File: config.mk
export PLATFORM = sky130hd
export DESIGN_NAME = pwr_domain_ctrl_flat
export DESIGN_NICKNAME = d
export VERILOG_FILES = /design/src/rtl/pwr_domain_ctrl_if.sv /design/src/rtl/pwr_domain_ctrl.sv /design/src/flat_wrapper.sv
export SDC_FILE = /design/constraint.sdc
export NUM_CORES = 1
export LEC_CHECK = 0
export BUFFER_PORTS_ARGS = -buffer_cell sky130_fd_sc_hd__buf_2
export CAP_MARGIN = 20
export CORE_UTILIZATION = 30
export CTS_CLUSTER_DIAMETER = 120
export CTS_CLUSTER_SIZE = 30
export DETAILED_ROUTE_END_ITERATION = 6
export SLEW_MARGIN = 20
export SYNTH_ARGS = -nofsm -noshare
export SYNTH_HDL_FRONTEND = slang
export SYNTH_SLANG_ARGS = --single-unit
export TNS_END_PERCENT = 10
File: constraint.sdc
create_clock -name i_sys_clk -period 2.7 [get_ports i_sys_clk]
set_input_delay 0.54 -clock i_sys_clk [delete_from_list [all_inputs] [get_ports i_sys_clk]]
set_output_delay 0.54 -clock i_sys_clk [all_outputs]
set_load 0.05 [all_outputs]
File: src/rtl/pwr_domain_ctrl_if.sv
// Power-state request channel between the APB register bank and pwr_domain_ctrl.
interface pwr_domain_ctrl_if;
   logic       i_req_valid;
   logic [1:0] i_state_req;
   logic       o_req_ready;

   modport master (output i_req_valid, output i_state_req, input  o_req_ready);
   modport slave  (input  i_req_valid, input  i_state_req, output o_req_ready);
endinterface

File: src/rtl/pwr_domain_ctrl.sv
// Multi-domain power controller: sequences ACTIVE/IDLE/SLEEP/OFF across gated clock
// domains with enable/ack handshake, auto-idle, maskable wake-up and ack-timeout.
module pwr_domain_ctrl #(
   parameter int unsigned      N_DOM      = 3,
   parameter int unsigned      N_WAKE     = 4,
   parameter int unsigned      CNT_W      = 16,
   parameter logic [N_DOM-1:0] IDLE_MASK  = N_DOM'(1),
   parameter logic [N_DOM-1:0] SLEEP_MASK = '0,
   parameter int unsigned      ACK_TO     = 64
) (
   input  logic              i_sys_clk,
   input  logic              i_rst_n,
   pwr_domain_ctrl_if.slave  req_if,
   input  logic              i_auto_idle_en,
   input  logic [CNT_W-1:0]  i_idle_timeout,
   input  logic              i_activity,
   input  logic [N_WAKE-1:0] i_wake_src,
   input  logic [N_WAKE-1:0] i_wake_mask,
   input  logic [N_DOM-1:0]  i_clk_ack,
   output logic [N_DOM-1:0]  o_clk_en,
   output logic [1:0]        o_state,
   output logic              o_busy,
   output logic              o_wake_event,
   output logic [N_WAKE-1:0] o_wake_cause,
   output logic              o_ack_err
);

   localparam int unsigned ACK_W = (ACK_TO > 2) ? $clog2(ACK_TO) : 1;

   typedef enum logic [1:0] {
      PS_ACTIVE = 2'b00,
      PS_IDLE   = 2'b01,
      PS_SLEEP  = 2'b10,
      PS_OFF    = 2'b11
   } pstate_t;

   typedef enum logic {
      FSM_STABLE = 1'b0,
      FSM_TRANS  = 1'b1
   } fsm_t;

   fsm_t              r_fsm;
   pstate_t           r_state;
   pstate_t           r_target;
   logic [N_DOM-1:0]  r_clk_en;
   logic [N_WAKE-1:0] r_wake_cause;
   logic              r_wake_event;
   logic              r_ack_err;
   logic              r_pending;
   logic              r_wake_trans;
   logic [CNT_W-1:0]  r_idle_cnt;
   logic [CNT_W-1:0]  r_timeout_q;
   logic [ACK_W-1:0]  r_ack_cnt;

   logic [N_WAKE-1:0] w_masked_wake;
   logic              w_stable;
   logic              w_wake;
   logic              w_wake_in_trans;
   logic              w_req_acc;
   logic              w_auto;
   logic              w_ack_match;
   logic              w_ack_to;
   logic              w_idle_clr;
   pstate_t           w_req_state;

   function automatic logic [N_DOM-1:0] f_target_mask(input pstate_t s);
      case (s)
         PS_ACTIVE: return '1;
         PS_IDLE:   return IDLE_MASK;
         PS_SLEEP:  return SLEEP_MASK;
         default:   return '0;
      endcase
   endfunction

   assign w_masked_wake   = i_wake_src & i_wake_mask;
   assign w_stable        = (r_fsm == FSM_STABLE);
   assign w_req_state     = pstate_t'(req_if.i_state_req);
   assign w_wake          = w_stable && (r_state != PS_ACTIVE) &&
                            ((|w_masked_wake) || (i_activity && (r_state == PS_IDLE)));
   // Wakes seen while heading into a low-power state are deferred until commit
   assign w_wake_in_trans = (r_target != PS_ACTIVE) && (|w_masked_wake);
   assign w_req_acc       = req_if.i_req_valid && req_if.o_req_ready && (w_req_state != r_state);
   assign w_auto          = w_stable && (r_state == PS_ACTIVE) && i_auto_idle_en &&
                            (i_idle_timeout != '0) && (r_idle_cnt == i_idle_timeout) &&
                            !req_if.i_req_valid;
   assign w_ack_match     = (i_clk_ack == r_clk_en);
   assign w_ack_to        = (r_ack_cnt == ACK_W'(ACK_TO - 1));
   assign w_idle_clr      = !(w_stable && (r_state == PS_ACTIVE)) || i_activity ||
                            (i_idle_timeout != r_timeout_q);

   assign req_if.o_req_ready = w_stable && !r_pending && !w_wake;

   assign o_clk_en     = r_clk_en;
   assign o_state      = r_state;
   assign o_busy       = (r_fsm == FSM_TRANS);
   assign o_wake_event = r_wake_event;
   assign o_wake_cause = r_wake_cause;
   assign o_ack_err    = r_ack_err;

   always_ff @(posedge i_sys_clk or negedge i_rst_n) begin
      if (!i_rst_n) begin
         r_fsm        <= FSM_STABLE;
         r_state      <= PS_ACTIVE;
         r_target     <= PS_ACTIVE;
         r_clk_en     <= '1;
         r_wake_cause <= '0;
         r_wake_event <= 1'b0;
         r_ack_err    <= 1'b0;
         r_pending    <= 1'b0;
         r_wake_trans <= 1'b0;
         r_idle_cnt   <= '0;
         r_timeout_q  <= '0;
         r_ack_cnt    <= '0;
      end else begin
         r_wake_event <= 1'b0;
         r_ack_err    <= 1'b0;
         r_timeout_q  <= i_idle_timeout;

         // Inactivity counter, saturating at the programmed timeout
         if (w_idle_clr) begin
            r_idle_cnt <= '0;
         end else if (r_idle_cnt < i_idle_timeout) begin
            r_idle_cnt <= r_idle_cnt + CNT_W'(1);
         end

         case (r_fsm)
            FSM_STABLE: begin
               if (w_wake) begin
                  r_wake_cause <= w_masked_wake;
                  r_target     <= PS_ACTIVE;
                  r_clk_en     <= '1;
                  r_ack_cnt    <= '0;
                  r_wake_trans <= 1'b1;
                  r_fsm        <= FSM_TRANS;
               end else if (w_req_acc) begin
                  r_target     <= w_req_state;
                  r_clk_en     <= f_target_mask(w_req_state);
                  r_ack_cnt    <= '0;
                  r_wake_trans <= 1'b0;
                  r_fsm        <= FSM_TRANS;
               end else if (w_auto) begin
                  r_target     <= PS_IDLE;
                  r_clk_en     <= IDLE_MASK;
                  r_ack_cnt    <= '0;
                  r_wake_trans <= 1'b0;
                  r_fsm        <= FSM_TRANS;
               end
            end
            FSM_TRANS: begin
               if (w_ack_match || w_ack_to) begin
                  r_state   <= r_target;
                  r_ack_err <= !w_ack_match;
                  if (r_pending || w_wake_in_trans) begin
                     // Commit the low-power state, then head straight back to ACTIVE
                     if (!r_pending) begin
                        r_wake_cause <= w_masked_wake;
                     end
                     r_pending    <= 1'b0;
                     r_target     <= PS_ACTIVE;
                     r_clk_en     <= '1;
                     r_ack_cnt    <= '0;
                     r_wake_trans <= 1'b1;
                  end else begin
                     r_wake_event <= r_wake_trans;
                     r_wake_trans <= 1'b0;
                     r_fsm        <= FSM_STABLE;
                  end
               end else begin
                  r_ack_cnt <= r_ack_cnt + ACK_W'(1);
                  if (w_wake_in_trans && !r_pending) begin
                     r_pending    <= 1'b1;
                     r_wake_cause <= w_masked_wake;
                  end
               end
            end
            default: r_fsm <= FSM_STABLE;
         endcase
      end
   end

endmodule

File: src/flat_wrapper.sv
// flat-port wrapper written by rule: the top's interface ports become plain ports
module pwr_domain_ctrl_flat 
#(
   parameter int unsigned      N_DOM      = 3,
   parameter int unsigned      N_WAKE     = 4,
   parameter int unsigned      CNT_W      = 16,
   parameter logic [N_DOM-1:0] IDLE_MASK  = N_DOM'(1),
   parameter logic [N_DOM-1:0] SLEEP_MASK = '0,
   parameter int unsigned      ACK_TO     = 64
)
  (i_sys_clk, i_rst_n, i_auto_idle_en, i_idle_timeout, i_activity, i_wake_src, i_wake_mask, i_clk_ack, o_clk_en, o_state, o_busy, o_wake_event, o_wake_cause, o_ack_err, req_if_i_req_valid, req_if_i_state_req, req_if_o_req_ready);
  pwr_domain_ctrl_if req_if_i ();
  input  logic i_sys_clk;
  input  logic i_rst_n;
  input  logic i_auto_idle_en;
  input  logic [CNT_W-1:0] i_idle_timeout;
  input  logic i_activity;
  input  logic [N_WAKE-1:0] i_wake_src;
  input  logic [N_WAKE-1:0] i_wake_mask;
  input  logic [N_DOM-1:0] i_clk_ack;
  output logic [N_DOM-1:0] o_clk_en;
  output logic [1:0] o_state;
  output logic o_busy;
  output logic o_wake_event;
  output logic [N_WAKE-1:0] o_wake_cause;
  output logic o_ack_err;
  input wire logic [$bits(req_if_i.i_req_valid)-1:0] req_if_i_req_valid;
  input wire logic [$bits(req_if_i.i_state_req)-1:0] req_if_i_state_req;
  output wire logic [$bits(req_if_i.o_req_ready)-1:0] req_if_o_req_ready;
  assign req_if_i.i_req_valid = req_if_i_req_valid;
  assign req_if_i.i_state_req = req_if_i_state_req;
  assign req_if_o_req_ready = req_if_i.o_req_ready;
  pwr_domain_ctrl #(.N_DOM(N_DOM), .N_WAKE(N_WAKE), .CNT_W(CNT_W), .IDLE_MASK(IDLE_MASK), .SLEEP_MASK(SLEEP_MASK), .ACK_TO(ACK_TO)) u_core (.i_sys_clk(i_sys_clk), .i_rst_n(i_rst_n), .req_if(req_if_i), .i_auto_idle_en(i_auto_idle_en), .i_idle_timeout(i_idle_timeout), .i_activity(i_activity), .i_wake_src(i_wake_src), .i_wake_mask(i_wake_mask), .i_clk_ack(i_clk_ack), .o_clk_en(o_clk_en), .o_state(o_state), .o_busy(o_busy), .o_wake_event(o_wake_event), .o_wake_cause(o_wake_cause), .o_ack_err(o_ack_err));
endmodule
==> results by group <==
GRT
  • Initial antenna violation count: 0
  • Overflow after GRT: 0
  • Number of global-route vias before repair: approximately 2,300
  • Global-route wire length before repair: around 11,000 µm
  • Largest net degree at the start of global routing: 54
  • Total track usage: 13.4%

Yosys
  • Most used flip-flop cell after synthesis: dfrtp_1
  • Synth warnings: 0
  • Post-Syn Area: 2920 µm²
  • Async S/R FF share, synth: 100%
  • Synthesized net count: 354
  • Sequential area share after synthesis: between 40% and 50%
  • Cell taking the most area after synthesis: dfrtp_1
  • Largest cells by area after synthesis: dfrtp_1 44%, ha_1 7.7%, xnor2_1 6.0%
  • EDFF count, synth: 0
  • Synth Register Bits: 53
  • Most common cell in the netlist: dfrtp_1
  • Top cells by count, synth: 51 x dfrtp_1, 27 x nand2_1, 25 x inv_1
  • Post-synthesis area per instance: 9.68 µm²
  • Syn Inst Count: 302
  • Post-synth cell types: 50
  • Post-synth top area share: 43.6%

Cells and area
  • P&R area growth vs syn: 17.7%
  • Core Util, Final: between 30 and 40%
  • FILL cells: roughly 960
  • Layout cells sized above 1: 21.3%
  • Nets: 407
  • ANT cells: 0

Clocking
  • Root buffer cell: clkbuf_8
  • CTS max path bufs: 2
  • Worst skew pair latency: 0.30 ns
  • CTS tree: done
  • Reg clk slew, reported paths: roughly 0.10 ns
  • Hold_buf cts: 0
  • CTS Sinks: 53
  • CTS Buf Count: 5
  • H-tree Lvls: 2

Worst setup path
  • Critical path launch point type: register
  • Most Frequent Cell on Critical Path: a21oi_1
  • Critical Path Stages: 7
  • Worst Setup End Kind: register
  • Critical path arrival: 2.60 ns
  • FF-to-FF path depth: 7
  • CP top delay family: compound AO/OA/AOI/OAI gates
  • Reg2reg end: u_core.r_idle_cnt[11]
  • Reg-to-Reg Start: u_core.r_idle_cnt[11]
  • Crit path from: u_core.r_idle_cnt[11]
  • CP peak stage delay: 0.45 ns
  • R2R Setup Slk: 0.32 ns
  • Worst-path cell chain: ha_1 -> a21oi_1 -> o21ai_0 -> a211oi_1 -> nand3_2 -> or4_1 -> a21oi_1
  • CP Capture Point: u_core.r_idle_cnt[11]
  • WP buf/inv: 0
  • Crit Path Category: register to register
  • CP required: 2.92 ns
  • CP max FO: 10
  • Critical path's slowest cell: or4_1

Floorplanning
  • Core footprint: 9330 µm²
  • Die ar.: 10,100 µm²
  • Rows: 35
  • Chip height: 101 µm
  • Width of the chip: approximately 100 µm
  • Initial Util: 31.3%
  • Top Ports: 47

STA
  • Fin crit share: between 80% and 90%
  • Setup violators final: 0
  • Worst slew pin tran: roughly 0.7 ns
  • Final Max Tran Viols: 0
  • Min Hold Slack: between 0.3 and 0.4 ns
  • Clock period minus worst slack: around 2.4 ns
  • Max_slew headroom: around 54%
  • Worst Skew: just over 0.01 ns
  • RSZ-0062 raised after global routing: false
  • Final hold viol count: 0
  • FMAX: 0.420 GHz

Flow run
  • # Max-Cap Violations: 0

Placement
  • Number of I/O port buffers: 46
  • Hpwl dp: approximately 4800 µm
  • Gpl congestion: 0.769

Power and ir drop
  • Final Power: roughly 2.5 mW
  • Leak: roughly 1.6 nW
  • Pwr Density: 721 nW/µm²
  • Max VDD drop: about 0.00060 V

Drt
  • Final wirelength: between 6000 and 7000 µm
  • Vias after detailed routing: around 2,300
  • Mean routed wirelength per cell: 12.8 µm
  • First-pass DRT Iterations: 4
  • Detailed router's first-iteration violation count: 53
  • Final ANT Viol Nets: 0
  • DR DRC count: 0
  • Vias per Instance: 4.76

Worst hold path
  • Min-delay worst type: input pin to async pin

Status
  • Status: finished, final reports clean
==> kinds of logic (layout without fill, tap and decap cells) <==
family / Yosys count / in the layout / share of synthesized area (%)
AND/OR/NAND/NOR: 104 / 104 / 19.9
multiplexers: 4 / 4 / 1.63
XOR/XNOR: 25 / 25 / 7.49
flip-flops: 53 / 53 / 45.4
adder cells (fa/ha/maj): 18 / 18 / 7.70
AO/OA/AOI/OAI: 67 / 67 / 13.4
buffers and inverters: 31 / 85 / 4.41
==> worst register-to-register path: stages (launching register included) <==
cell	delay [ns]
dfrtp_1	0.42
ha_1	0.32
a21oi_1	0.16
o21ai_0	0.18
a211oi_1	0.40
nand3_2	0.23
or4_1	0.45
a21oi_1	0.15
==> flip-flops by register name, indices dropped and copies added, names as in the netlist <==
name / flops
u_core.o_wake_cause: 4
u_core.r_target: 2
u_core.r_pending: 1
u_core.o_busy: 1
u_core.o_clk_en: 2
u_core.r_ack_cnt: 6
u_core.o_wake_event: 1
u_core.r_wake_trans: 1
u_core.r_idle_cnt: 16
u_core.o_ack_err: 1
u_core.r_timeout_q: 16
u_core.o_state: 2
==> where the power goes <==
group	switching (mW)	total (mW)	internal, mW
Sequential	0.111	1.05	0.939
Combinational	0.560	0.892	0.332
Clock	0.262	0.541	0.279
==> per-stage QoR <==
| stage | TNS, ns | cells | instance area (µm²) | setup WS, ns |
|---|---|---|---|---|
| 2_1_floorplan | 0 | 302 | 2920 | 0.123 |
| 3_3_place_gp | 0 | 477 | 3330 | 0.127 |
| 3_5_place_dp | -0.00595 | 477 | 3330 | -0.00595 |
| 4_1_cts | 0 | 485 | 3440 | 0.279 |
| 5_1_grt | 0 | 485 | 3440 | 0.0726 |
| 6_report | 0 | 485 | 3440 | 0.322 |
==> worst min-delay path by stage <==
| stage | startpoint | to | slack (ns) | cells past startpoint |
|---|---|---|---|---|
| 3_5_place_dp | u_core.o_wake_cause[3] | u_core.o_wake_cause[3] | 0.47 | 2 |
| 3_3_place_gp | u_core.o_wake_cause[3] | u_core.o_wake_cause[3] | 0.46 | 2 |
| 4_1_cts | i_rst_n | u_core.o_ack_err | 0.38 | 2 |
| 5_1_grt | i_idle_timeout[6] | u_core.r_timeout_q[6] | 0.38 | 1 |
| 6_report | i_rst_n | u_core.o_ack_err | 0.35 | 2 |
| 2_1_floorplan | i_rst_n | u_core.o_ack_err | 0.24 | 0 |
==> placed cells by master (no fill, tap or decap), drive strengths merged, types with 6 or more instances in the layout <==
master / synthesis / routed
nand3: 12 / 12
o21ai: 23 / 23
buf: 3 / 52
a21oi: 24 / 24
xnor2: 20 / 20
inv: 25 / 25
or3: 9 / 9
ha: 18 / 18
nor4: 6 / 6
nand4: 9 / 9
dfrtp: 51 / 51
nand2: 27 / 27
nor3: 7 / 7
nor2: 14 / 14
clkbuf: 3 / 6
==> what timing repair did <==
action | CTS | global route
gates resized for setup | 0 | 1
setup buffers | 0 | 0
endpoints found under the setup margin | 0 | 2
==> layer usage <==
metal | up-vias | GRT usage, % | part of all wire (%)
met1 | 1110 | 18.3 | 50
li1 | 1165 | - | -
met4 | 0 | 3.01 | 0.47
met5 | - | 0 | 0
met2 | 31 | 22.1 | 47
met3 | 2 | 2.29 | 2.9
==> layout make-up <==
class	count	area [µm²]	share of cell area, %
Clock buffer	6	72.6	2.11
Clock inverter	2	38.8	1.13
Inverter	25	93.8	2.73
Multi-Input combinational cell	218	1470	42.7
Sequential cell	53	1330	38.6
Tap cell	129	161	4.69
Timing Repair Buffer	52	275	8.00
(Power assumes the default switching activity.)
